## src/rtl/mem_wb_pkg.sv

```systemverilog
`default_nettype none
// ---------------------------------------------------------------------------
// mem_wb_pkg : shared types and default widths for the MEM/WB stage
// Rev 1.0
// ---------------------------------------------------------------------------
package mem_wb_pkg;

  localparam int DEF_DATA_W    = 32;
  localparam int DEF_NUM_LANES = 2;
  localparam int DEF_REG_W     = 5;

  typedef enum logic [1:0] {
    EMPTY = 2'd0,
    ONE   = 2'd1,
    TWO   = 2'd2
  } skid_state_e;

  // Entry layout at the default widths; the stage builds the same layout
  // from its own parameters, so field order here is the reference.
  typedef struct packed {
    logic [DEF_NUM_LANES*DEF_DATA_W-1:0] data;
    logic                                reg_wen;
    logic                                dmem_alu;
    logic                                jr;
    logic [DEF_REG_W-1:0]                regd;
  } mem_wb_entry_t;

  function automatic int entry_width(input int data_w, input int lanes, input int reg_w);
    return lanes * data_w + 3 + reg_w;
  endfunction

endpackage
`default_nettype wire

```

## src/rtl/mem_wb_stage_if.sv

```systemverilog
`default_nettype none
// ---------------------------------------------------------------------------
// mem_wb_stage_if : valid/ready entry bus between pipeline stages
// Rev 1.0
// ---------------------------------------------------------------------------
interface mem_wb_stage_if
  import mem_wb_pkg::*;
#(
  parameter int DATA_W    = DEF_DATA_W,
  parameter int NUM_LANES = DEF_NUM_LANES,
  parameter int REG_W     = DEF_REG_W
);

  logic                        valid;
  logic                        ready;
  logic [NUM_LANES*DATA_W-1:0] data;
  logic                        reg_wen;
  logic                        dmem_alu;
  logic                        jr;
  logic [REG_W-1:0]            regd;

  modport master (
    output valid, data, reg_wen, dmem_alu, jr, regd,
    input  ready
  );

  modport slave (
    input  valid, data, reg_wen, dmem_alu, jr, regd,
    output ready
  );

endinterface
`default_nettype wire

```

## src/rtl/pipe_skid_buf.sv

```systemverilog
`default_nettype none
// ---------------------------------------------------------------------------
// pipe_skid_buf : payload-agnostic two-entry skid buffer (or single register)
// Rev 1.0
// ---------------------------------------------------------------------------
module pipe_skid_buf
  import mem_wb_pkg::*;
#(
  parameter int WIDTH = 8,
  parameter int SKID  = 1
) (
  input  wire logic             clk,
  input  wire logic             rst_n,
  input  wire logic             flush_i,
  input  wire logic             in_valid_i,
  output logic                  in_ready_o,
  input  wire logic [WIDTH-1:0] in_data_i,
  output logic                  out_valid_o,
  input  wire logic             out_ready_i,
  output logic [WIDTH-1:0]      out_data_o,
  output logic [1:0]            occupancy_o
);

  generate
    if (SKID != 0) begin : g_skid
      skid_state_e      state_q, state_d;
      logic [WIDTH-1:0] main_q, main_d;
      logic [WIDTH-1:0] skid_q, skid_d;
      logic             in_fire;
      logic             out_fire;

      // Ready depends only on the state register, never on out_ready_i.
      assign in_ready_o  = (state_q != TWO);
      assign out_valid_o = (state_q != EMPTY);
      assign out_data_o  = main_q;
      assign in_fire     = in_valid_i & in_ready_o;
      assign out_fire    = out_valid_o & out_ready_i;
      assign occupancy_o = (state_q == TWO) ? 2'd2 :
                           (state_q == ONE) ? 2'd1 : 2'd0;

      always_ff @(posedge clk or negedge rst_n) begin
        if (!rst_n) begin
          state_q <= EMPTY;
          main_q  <= '0;
          skid_q  <= '0;
        end else begin
          state_q <= state_d;
          main_q  <= main_d;
          skid_q  <= skid_d;
        end
      end

      always_comb begin
        state_d = state_q;
        main_d  = main_q;
        skid_d  = skid_q;
        case (state_q)
          EMPTY: begin
            if (in_fire) begin
              state_d = ONE;
              main_d  = in_data_i;
            end
          end
          ONE: begin
            if (in_fire && !out_fire) begin
              state_d = TWO;
              skid_d  = in_data_i;
            end else if (in_fire && out_fire) begin
              main_d  = in_data_i;
            end else if (out_fire) begin
              state_d = EMPTY;
            end
          end
          TWO: begin
            if (out_fire) begin
              state_d = ONE;
              main_d  = skid_q;
            end
          end
          default: state_d = EMPTY;
        endcase
        // Flush only drops validity; stored payloads are left untouched.
        if (flush_i) begin
          state_d = EMPTY;
          main_d  = main_q;
          skid_d  = skid_q;
        end
      end
    end else begin : g_reg
      logic             valid_q, valid_d;
      logic [WIDTH-1:0] main_q, main_d;
      logic             in_fire;
      logic             out_fire;

      assign in_ready_o  = out_ready_i | ~valid_q;
      assign out_valid_o = valid_q;
      assign out_data_o  = main_q;
      assign in_fire     = in_valid_i & in_ready_o;
      assign out_fire    = valid_q & out_ready_i;
      assign occupancy_o = {1'b0, valid_q};

      always_ff @(posedge clk or negedge rst_n) begin
        if (!rst_n) begin
          valid_q <= 1'b0;
          main_q  <= '0;
        end else begin
          valid_q <= valid_d;
          main_q  <= main_d;
        end
      end

      always_comb begin
        valid_d = valid_q;
        main_d  = main_q;
        if (flush_i) begin
          valid_d = 1'b0;
        end else if (in_fire) begin
          valid_d = 1'b1;
          main_d  = in_data_i;
        end else if (out_fire) begin
          valid_d = 1'b0;
        end
      end
    end
  endgenerate

endmodule
`default_nettype wire

```

## src/rtl/mem_wb_stage.sv

```systemverilog
`default_nettype none
// ---------------------------------------------------------------------------
// mem_wb_stage : MEM/WB stage with skid buffer, flush and write-back select
// Rev 1.0
// ---------------------------------------------------------------------------
module mem_wb_stage
  import mem_wb_pkg::*;
#(
  parameter int DATA_W    = DEF_DATA_W,
  parameter int NUM_LANES = DEF_NUM_LANES,
  parameter int REG_W     = DEF_REG_W,
  parameter int SKID      = 1
) (
  input  wire logic           clk,
  input  wire logic           rst_n,
  input  wire logic           flush_i,
  mem_wb_stage_if.slave       in_if,
  mem_wb_stage_if.master      out_if,
  output logic [DATA_W-1:0]   wb_data_o,
  output logic [1:0]          occupancy_o
);

  localparam int ENTRY_W = entry_width(DATA_W, NUM_LANES, REG_W);

  typedef struct packed {
    logic [NUM_LANES*DATA_W-1:0] data;
    logic                        reg_wen;
    logic                        dmem_alu;
    logic                        jr;
    logic [REG_W-1:0]            regd;
  } entry_t;

  entry_t in_entry;
  entry_t head;
  logic   head_valid;

  assign in_entry.data     = in_if.data;
  assign in_entry.reg_wen  = in_if.reg_wen;
  assign in_entry.dmem_alu = in_if.dmem_alu;
  assign in_entry.jr       = in_if.jr;
  assign in_entry.regd     = in_if.regd;

  pipe_skid_buf #(
    .WIDTH (ENTRY_W),
    .SKID  (SKID)
  ) u_buf (
    .clk         (clk),
    .rst_n       (rst_n),
    .flush_i     (flush_i),
    .in_valid_i  (in_if.valid),
    .in_ready_o  (in_if.ready),
    .in_data_i   (in_entry),
    .out_valid_o (head_valid),
    .out_ready_i (out_if.ready),
    .out_data_o  (head),
    .occupancy_o (occupancy_o)
  );

  assign out_if.valid    = head_valid;
  assign out_if.data     = head.data;
  // A bubble must never write the register file.
  assign out_if.reg_wen  = head.reg_wen & head_valid;
  assign out_if.dmem_alu = head.dmem_alu;
  assign out_if.jr       = head.jr;
  assign out_if.regd     = head.regd;

  generate
    if (NUM_LANES == 1) begin : g_wb_single
      assign wb_data_o = head.data[DATA_W-1:0];
    end else begin : g_wb_mux
      assign wb_data_o = head.dmem_alu ? head.data[DATA_W +: DATA_W]
                                       : head.data[DATA_W-1:0];
    end
  endgenerate

endmodule
`default_nettype wire

```

## src/flat_wrapper.sv

```systemverilog
// flat-port wrapper written by rule: the top's interface ports become plain ports
module mem_wb_stage_flat import mem_wb_pkg::*;
#(
  parameter int DATA_W    = DEF_DATA_W,
  parameter int NUM_LANES = DEF_NUM_LANES,
  parameter int REG_W     = DEF_REG_W,
  parameter int SKID      = 1
)
  (clk, rst_n, flush_i, wb_data_o, occupancy_o, in_if_valid, in_if_data, in_if_reg_wen, in_if_dmem_alu, in_if_jr, in_if_regd, in_if_ready, out_if_valid, out_if_data, out_if_reg_wen, out_if_dmem_alu, out_if_jr, out_if_regd, out_if_ready);
  mem_wb_stage_if #(.DATA_W(DATA_W), .NUM_LANES(NUM_LANES), .REG_W(REG_W)) in_if_i ();
  mem_wb_stage_if #(.DATA_W(DATA_W), .NUM_LANES(NUM_LANES), .REG_W(REG_W)) out_if_i ();
  input  wire logic clk;
  input  wire logic rst_n;
  input  wire logic flush_i;
  output logic [DATA_W-1:0] wb_data_o;
  output logic [1:0] occupancy_o;
  input wire logic [$bits(in_if_i.valid)-1:0] in_if_valid;
  input wire logic [$bits(in_if_i.data)-1:0] in_if_data;
  input wire logic [$bits(in_if_i.reg_wen)-1:0] in_if_reg_wen;
  input wire logic [$bits(in_if_i.dmem_alu)-1:0] in_if_dmem_alu;
  input wire logic [$bits(in_if_i.jr)-1:0] in_if_jr;
  input wire logic [$bits(in_if_i.regd)-1:0] in_if_regd;
  output wire logic [$bits(in_if_i.ready)-1:0] in_if_ready;
  output wire logic [$bits(out_if_i.valid)-1:0] out_if_valid;
  output wire logic [$bits(out_if_i.data)-1:0] out_if_data;
  output wire logic [$bits(out_if_i.reg_wen)-1:0] out_if_reg_wen;
  output wire logic [$bits(out_if_i.dmem_alu)-1:0] out_if_dmem_alu;
  output wire logic [$bits(out_if_i.jr)-1:0] out_if_jr;
  output wire logic [$bits(out_if_i.regd)-1:0] out_if_regd;
  input wire logic [$bits(out_if_i.ready)-1:0] out_if_ready;
  assign in_if_i.valid = in_if_valid;
  assign in_if_i.data = in_if_data;
  assign in_if_i.reg_wen = in_if_reg_wen;
  assign in_if_i.dmem_alu = in_if_dmem_alu;
  assign in_if_i.jr = in_if_jr;
  assign in_if_i.regd = in_if_regd;
  assign in_if_ready = in_if_i.ready;
  assign out_if_valid = out_if_i.valid;
  assign out_if_data = out_if_i.data;
  assign out_if_reg_wen = out_if_i.reg_wen;
  assign out_if_dmem_alu = out_if_i.dmem_alu;
  assign out_if_jr = out_if_i.jr;
  assign out_if_regd = out_if_i.regd;
  assign out_if_i.ready = out_if_ready;
  mem_wb_stage #(.DATA_W(DATA_W), .NUM_LANES(NUM_LANES), .REG_W(REG_W), .SKID(SKID)) u_core (.clk(clk), .rst_n(rst_n), .flush_i(flush_i), .in_if(in_if_i), .out_if(out_if_i), .wb_data_o(wb_data_o), .occupancy_o(occupancy_o));
endmodule
```

## config.mk

```make
export PLATFORM = sky130hd
export DESIGN_NAME = mem_wb_stage_flat
export DESIGN_NICKNAME = d
export VERILOG_FILES = /design/src/rtl/mem_wb_pkg.sv /design/src/rtl/mem_wb_stage_if.sv /design/src/rtl/pipe_skid_buf.sv /design/src/rtl/mem_wb_stage.sv /design/src/flat_wrapper.sv
export SDC_FILE = /design/constraint.sdc
export NUM_CORES = 1
export LEC_CHECK = 0
export CORE_UTILIZATION = 55
export DETAILED_ROUTE_END_ITERATION = 10
export DONT_BUFFER_PORTS = 1
export GPL_ROUTABILITY_DRIVEN = 0
export MAX_ROUTING_LAYER = met4
export PLACE_DENSITY = 0.74
export SYNTH_ARGS = -nofsm -noshare
export SYNTH_HDL_FRONTEND = slang
export SYNTH_SLANG_ARGS = --single-unit
```

## constraint.sdc

```tcl
create_clock -name clk -period 2 [get_ports clk]
set_clock_uncertainty 0.2 [all_clocks]
set_input_delay 0.6 -clock clk [delete_from_list [all_inputs] [get_ports clk]]
set_output_delay 0.6 -clock clk [all_outputs]
set_load 0.01 [all_outputs]
```

Word level (Yosys, flattened, before mapping)
Cells that the tools add are included.
{"block": "totals", "output_inout_bits": 108, "inputBits": 77, "word_cells": 42, "regBits": 146}
{"block": "classes", "n_bitwise": 4, "reduce_logical": 9, "mux": 15, "eq_ne": 11}
{"op": "two-way mux 72 bit", "count": 4}
{"op": "case mux 72 bit (3 select lines)", "count": 1}
{"op": "two-way mux 32 bit", "count": 1}
{"op": "two-way mux 2 bit", "count": 7}
{"op": "!= test 2 bit, second input constant", "count": 4}
{"op": "!= test 3 bit, second input constant", "count": 2}
{"op": "case mux 2 bit (3 select lines)", "count": 1}
{"op": "AND reduction 6 bit", "count": 1}
{"op": "!= test 4 x 3 -> 1 bit, second input constant", "count": 1}
{"op": "!= test 4 bit, second input constant", "count": 1}
{"op": "AND reduction 4 bit", "count": 1}
{"op": "bitwise AND 1 bit", "count": 3}
{"op": "AND reduction 3 bit", "count": 1}
{"op": "nonzero test 3 bit", "count": 1}
{"op": "== test 2 x 1 -> 1 bit, second input constant", "count": 1}
{"op": "== test 2 bit, second input constant", "count": 1}
{"op": "logical AND 1 bit", "count": 2}
{"op": "logical NOT 2 bit", "count": 1}
{"op": "!= test 2 x 1 -> 1 bit, second input constant", "count": 1}
{"op": "nonzero test 2 bit", "count": 1}
{"op": "logical NOT 1 bit", "count": 1}
{"op": "two-way mux 1 bit", "count": 1}
{"op": "NOT 1 bit", "count": 1}

Logic depth before layout (Yosys ltp)
Gate-level depths: netlist (run 1).
{"block": "depth", "depth_word": 7, "mapped_depth": 7, "ltp_nobuf": 5}

By module
Synthesis (run 1) repeated with hierarchy kept, for this count alone.
{"block": "unflattened", "cells_unflattened": 439, "hier_area_um2": 7008.0}
{"module": "pipe_skid_buf", "seq_area_each_um2": 3653.5, "area_each_um2": 6457.4, "instances": 1, "cells_each": 402}
{"module": "mem_wb_stage", "seq_area_each_um2": 0.0, "area_each_um2": 550.5, "instances": 1, "cells_each": 37}

Worst setup path after synthesis (run 1)
OpenSTA, ideal clock, no wires.
{"block": "synth_timing", "kind": "register to output", "start": "register u_core.u_buf.g_skid.main_q[6] (netlist: u_core.u_buf.out_data_o[6])", "end": "output port wb_data_o[10]", "arrival_ns": 1.343, "slack_ns": -0.143, "path_stages_with_launch": 4, "path_buffers": 2, "required_ns": 1.200, "cell_sequence": "dfrtp_1 > clkbuf_1 > clkbuf_1 > mux2_2"}
{"block": "synth_between", "elab_chain_len": 1}
{"element": "start, declared", "line": "pipe_skid_buf.sv:27", "rtl": "logic [WIDTH-1:0] main_q, main_d;"}
{"element": "start signal, assigned", "line": "pipe_skid_buf.sv:48", "rtl": "main_q <= main_d;"}
{"element": "two-way mux 32 bit", "line": "mem_wb_stage.sv:71", "rtl": "assign wb_data_o = head.dmem_alu ? head.data[DATA_W +: DATA_W]"}
{"element": "end, declared", "line": "flat_wrapper.sv:15", "rtl": "output logic [DATA_W-1:0] wb_data_o;"}
Every way passes these cells.

Final worst setup path (run 1)
{"block": "layout_timing", "start": "register u_core.u_buf.g_skid.main_q[6] (netlist: u_core.u_buf.out_data_o[6])", "end": "output port wb_data_o[28]"}
Same word-level chain as after synthesis.

==> impl_metrics.json, run 1 <==
{
  "grt_max_degree": 147,
  "dieArea_mm2": 0.01384,
  "cts_sinks": 146,
  "n_antenna_cell": 0,
  "rsz0062_at_grt": "true",
  "cellPowerDensity_mw_per_mm2": 1141,
  "antenna_left": 0,
  "r2r_end": "u_core.u_buf.out_data_o[6]",
  "slew_headroom_pct": 84.19,
  "nNetsFinal": 548,
  "leakagePower_nw": 3.703,
  "fp-row-count": 41,
  "drc_errors": 0,
  "synth_nets": 585,
  "clk_pin_slew_ns": 0.06,
  "period_minus_slack_ns": 2.215,
  "vias": 3780,
  "intPower_w": 0.007194,
  "regArea_mm2": 0.003656,
  "boundaryPins": 185,
  "netlist_instances": 508,
  "die_height_um": 117.7,
  "drive_gt1_share_pct": 68.32,
  "fmax_mhz": 451.4,
  "grt_pass1_vias": 4020,
  "drv_slew": 0,
  "clockRootBuffer": "clkbuf_16",
  "start_util_pct": 57.37,
  "antenna_found_initial": 0,
  "r2r_start": "u_core.u_buf.g_skid.state_q[1]",
  "cp_max_fo": 34,
  "critical-path-max-stage-delay_ns": 0.40,
  "avgSynthCellArea_um2": 14.48,
  "hold_ws_ns": -0.3154,
  "ff2ff_path_depth": 7,
  "drt-initial-drc-count": 142,
  "syn_area_mm2": 0.007357,
  "p_total_w": 0.009601,
  "finalHoldViolCount": 146,
  "multi_input_area_mm2": 0.003189,
  "synth.distinct_cells": 22,
  "sequentialPowerShare_pct": 45.0,
  "firstDrtPassIters": 4,
  "peakVddDrop_v": 0.0008253,
  "dp_hpwl_mm": 8.338,
  "chipWidth_um": 117.7,
  "numCtsBuffers": 17,
  "switching_share_pct": 25.07,
  "crit_path_end_kind": "output pin",
  "synth-seq-cells": 146,
  "viasPerCell": 5.771,
  "worst_pin_slew_ns": 0.2371,
  "setup_ws_ns": -0.2152,
  "crit_path_start_kind": "flop",
  "combPwrFrac_pct": 18.1,
  "hold_path_class": "in -> async",
  "dp_slack_ns": -0.1010,
  "finalSetupViolations": 43,
  "max-clock-path-buffers": 2,
  "cts_tree": "built",
  "port_buffers": 0,
  "core_mm2": 0.01282,
  "drt_wl_total_mm": 15.32,
  "drv_cap": 0,
  "violations": "hold timing, setup timing",
  "final_util_pct": 65.62,
  "synthFlopType": "dfrtp_1",
  "worstPathRequired_ns": 1.20,
  "overflow": 0,
  "wl_per_cell_um": 23.39,
  "worstSetupPathType": "reg -> out",
  "cp_slowest_cell": "mux2_2",
  "path_cells": "buf_12, mux2_2",
  "clk_latency_ns": 0.41,
  "n_fill_cell": 899,
  "grt_pass1_wl_mm": 22.23,
  "async_reset_ff_share_pct": 100.0,
  "ys_seq_area_share_pct": 49.66,
  "yosys_warnings": 0,
  "final_common_cell": "mux2_2",
  "cp-startpoint": "u_core.u_buf.out_data_o[6]",
  "p_clk_share_pct": 36.9,
  "cp.arrival_ns": 1.42,
  "r2r_slack_ns": -0.02,
  "synth_edf_count": 0,
  "grt_usage_pct": 21.73,
  "outcome": "finished with violations",
  "power_switching_w": 0.002407,
  "layout_common_cells": "181 x mux2_2, 144 x dfrtp_1, 67 x mux2_4",
  "area.growth.synth_to_final_pct": 14.39,
  "fin_setup_tns_ns": -6.916,
  "finalCritPeriodShare_pct": 110.8,
  "h-tree-depth": 4
}
## sequential cells by signal (all words and copies together) (netlist names)
name,cells
u_core.u_buf.g_skid.skid_q,72
u_core.u_buf.out_data_o,72
u_core.u_buf.g_skid.state_q,2
## cells in the mapped netlist (2+ instances only)
master	instances	share of area, %
buf_6	13	2.0
mux2_1	6	0.92
nor2_1	3	0.15
dfrtp_1	146	50
a21oi_1	3	0.20
mux2_2	242	37
inv_1	2	0.10
buf_4	70	7.1
clkbuf_1	4	0.20
clkbuf_8	7	1.3
## through the flow
step,instances,area [um^2]
2_1_floorplan,508,7368
3_5_place_dp,599,6987
5_1_grt,655,8416
6_report,655,8416
3_3_place_gp,599,6987
4_1_cts,638,7856
## worst max-delay path by stage
stage,to,slack [ns],cells past startpoint
after detailed placement,u_core.u_buf.out_data_o[12],-0.10,5
after floorplan,u_core.u_buf.out_data_o[10],0.005,5
final,wb_data_o[28],-0.22,2
after global placement,u_core.u_buf.out_data_o[7],-0.03,5
after global routing,wb_data_o[13],-0.27,2
after CTS,wb_data_o[28],-0.24,2
## critical path, delay by kind of cell, from the launching register on
family	cells	cell delay, ns
mux	1	0.40
flops	1	0.37
buf+inv	1	0.22
## layout make-up
cell class / count / area share, %
Sequential cell: 146 / 43.44
Multi-Input combinational cell: 265 / 37.90
Timing Repair Buffer: 39 / 8.073
Clock buffer: 19 / 5.382
Tap cell: 172 / 2.557
Clock inverter: 12 / 2.498
Inverter: 2 / 0.1487
## cells by family (layout without fill, tap and decap cells)
| logic type | Yosys count | after routing | synth area share (%) |
|---|---|---|---|
| DFF | 146 | 146 | 49.66 |
| buffers and inverters | 97 | 72 | 10.82 |
| AOI/OAI and AO/OA | 6 | 6 | 0.6633 |
| and+or+nand+nor | 11 | 11 | 0.9014 |
| muxes | 248 | 248 | 37.96 |
## per-layer routing
layer  vias up  global-route usage (%)  wire length, um
met5         -                       -                0
met1      1979                   24.44             6176
met3        12                   7.316             1030
met2       135                   36.10             7942
li1       1654                       -                -
met4         0                   7.532              169
## power groups by stage
stage	combinational (W)	clock (W)	sequential, W
after detailed placement	0.00140	0	0.00434
after global placement	0.00135	0	0.00429
after CTS	0.00148	0.00361	0.00430
final	0.00174	0.00355	0.00432
after global routing	0.00185	0.00374	0.00441
after floorplan	0.00181	0	0.00399
## what timing repair did
action / 4_1_cts / 5_1_grt
pin swaps: 4 / 3
hold endpoints to repair: 146 / 146
gates cloned: 3 / 10
setup endpoints to repair: 38 / 110
setup buffers: 5 / 8
resized for setup: 19 / 79
Note: power is estimated with default switching activity, not from simulation.
==> inputs of run 2 (changes only) <==
--- a/config.mk
+++ b/config.mk
@@ -5,12 +5,12 @@
 export SDC_FILE = /design/constraint.sdc
 export NUM_CORES = 1
 export LEC_CHECK = 0
-export CORE_UTILIZATION = 55
+export CORE_UTILIZATION = 50
 export DETAILED_ROUTE_END_ITERATION = 10
 export DONT_BUFFER_PORTS = 1
 export GPL_ROUTABILITY_DRIVEN = 0
 export MAX_ROUTING_LAYER = met4
-export PLACE_DENSITY = 0.74
+export PLACE_DENSITY = 0.66
 export SYNTH_ARGS = -nofsm -noshare
 export SYNTH_HDL_FRONTEND = slang
 export SYNTH_SLANG_ARGS = --single-unit
==> constraint.sdc (replaced) <==
create_clock -name clk -period 2.8 [get_ports clk]
set_clock_uncertainty 0.2 [all_clocks]
set_input_delay 0.84 -clock clk [delete_from_list [all_inputs] [get_ports clk]]
set_output_delay 0.84 -clock clk [all_outputs]
set_load 0.01 [all_outputs]
==> run 2 against run 1 <==
  * The run ends with hold timing left
  * Count of clock-buffer cells in the layout up 2
  * Design area fell by 10%
  * Global-route usage shrank 3.3 points
  * Power decreased by 34%
  * Non-clock buffer count fell by 32
  * First-iteration DRC count fell by 14%
==> impl_metrics.json, run 2 (synthesis gave the netlist of run 1 again) <==
{
  "outcome": "finished with violations",
  "violations": "hold timing",
  "hold_ws_ns": -0.07585,
  "grt_pass1_wl_mm": 20.13,
  "antenna_found_initial": 0,
  "cts_tree": "built",
  "drt_wl_total_mm": 13.12,
  "path_cells": "buf_4, mux2_2",
  "start_util_pct": 52.19,
  "antenna_left": 0,
  "multi_input_area_mm2": 0.002915,
  "dp_hpwl_mm": 8.648,
  "critical_path_buf_inv_count": 1,
  "grt_max_degree": 147,
  "max-clock-path-buffers": 2,
  "worstPathRequired_ns": 1.76,
  "rsz0062_at_grt": "false",
  "hold_path_class": "in -> async",
  "overflow": 0,
  "critical-path-max-stage-delay_ns": 0.56,
  "crit_path_end_kind": "output pin",
  "wl_per_cell_um": 20.76,
  "dieArea_mm2": 0.01520,
  "final_common_cell": "mux2_2",
  "cp_slowest_cell": "dfrtp_2",
  "p_total_w": 0.006378,
  "port_buffers": 0,
  "crit_family": "flip-flops",
  "setup_ws_ns": 0.1611,
  "cellPowerDensity_mw_per_mm2": 845.7,
  "die_height_um": 123.3,
  "fin_setup_tns_ns": 0,
  "n_antenna_cell": 0,
  "clockRootBuffer": "clkbuf_16",
  "h-tree-depth": 4,
  "regArea_mm2": 0.003655,
  "grt_usage_pct": 18.46,
  "peakVddDrop_v": 0.0006193,
  "firstDrtPassIters": 4,
  "fp-row-count": 43,
  "drc_errors": 0,
  "clk_pin_slew_ns": 0.06,
  "cp.arrival_ns": 1.60,
  "cts_sinks": 146,
  "boundaryPins": 185,
  "finalSetupViolations": 0,
  "cts_resized": 0,
  "viasPerCell": 5.720,
  "drv_slew": 0,
  "area.growth.synth_to_final_pct": 2.517,
  "worst_pin_slew_ns": 0.4641,
  "grt_pass1_vias": 3847,
  "fmax_mhz": 378.9,
  "clk_latency_ns": 0.41,
  "finalCritPeriodShare_pct": 94.25,
  "dp_slack_ns": 0.5273,
  "layout_common_cells": "242 x mux2_2, 145 x dfrtp_1, 17 x clkbuf_16",
  "drive_gt1_share_pct": 63.27,
  "slew_headroom_pct": 68.95,
  "drt-initial-drc-count": 122,
  "vias": 3615,
  "postCtsSetupBuffers": 0,
  "drv_cap": 0,
  "n_fill_cell": 1173,
  "nNetsFinal": 516,
  "numCtsBuffers": 17,
  "crit_path_start_kind": "flop",
  "core_mm2": 0.01410,
  "chipWidth_um": 123.3,
  "finalHoldViolCount": 146,
  "cp_max_fo": 11,
  "leakagePower_nw": 3.156,
  "period_minus_slack_ns": 2.639,
  "worstSetupPathType": "reg -> out"
}
## run 2: changes by cell type in the layout (fill, tap and decap cells not counted), moves of 2 or more
cell / change
clkbuf_1: +3
buf_6: -9
buf_12: -3
mux2_2: +61
buf_16: -5
bufinv_16: -2
buf_4: -7
clkbuf_16: -8
clkinvlp_4: +2
mux2_1: +6
mux2_4: -67
## run 2: final cells by class
type / instances / share of cell area (%)
Inverter: 2 / 0.1161
Clock buffer: 21 / 5.972
Clock inverter: 11 / 2.123
Timing Repair Buffer: 7 / 1.692
Tap cell: 180 / 2.986
Sequential cell: 146 / 48.46
Multi-Input combinational cell: 265 / 38.65
## run 2: stage by stage
| step | utilization (%) | instance area (um^2) | std cells | hold WS, ns |
|---|---|---|---|---|
| 3_5_place_dp | 49.17 | 6932 | 600 | 0.2873 |
| 5_1_grt | 53.51 | 7542 | 632 | -0.1047 |
| 4_1_cts | 53.51 | 7542 | 632 | -0.09885 |
| 2_1_floorplan | - | 7357 | 508 | 0.2720 |
| 6_report | 53.51 | 7542 | 632 | -0.07585 |
| 3_3_place_gp | 49.17 | 6932 | 600 | 0.2811 |
## run 2: worst register-to-register path, stage by stage (launching register included)
cell,delay (ns)
dfrtp_1,0.41
inv_1,0.15
nand2_2,0.12
clkinv_2,0.11
buf_12,0.25
mux2_2,0.38
mux2_1,0.28
## run 2: worst paths after layout
path                                           startpoint                             end  slack, ns  depth (start not counted)
min in group clk                                  flush_i  u_core.u_buf.g_skid.state_q[0]       0.29                          1
hold reg to reg            u_core.u_buf.g_skid.skid_q[70]  u_core.u_buf.g_skid.skid_q[70]       0.30                          1
hold / removal                                      rst_n  u_core.u_buf.g_skid.skid_q[67]      -0.08                          0
setup / recovery               u_core.u_buf.out_data_o[6]                   wb_data_o[21]       0.16                          2
setup reg to reg           u_core.u_buf.g_skid.state_q[0]     u_core.u_buf.out_data_o[24]       0.77                          6
max in group asynchronous                           rst_n      u_core.u_buf.out_data_o[6]       2.21                          0
## run 2: layer usage
metal  vias up  global-route usage [%]  part of all wire (%)
li1       1595                       -                     -
met1      1871                   20.46                    39
met2       131                   29.71                    50
met3        18                   7.472                   8.8
met4         0                   7.154                   1.8
met5         -                       -                     0
## run 2: where the power goes
part | switching, W | internal, W
logic | 0.000353 | 0.000614
clock network | 0.000829 | 0.00151
registers | 0.000453 | 0.00262
total | 0.00163 | 0.00474
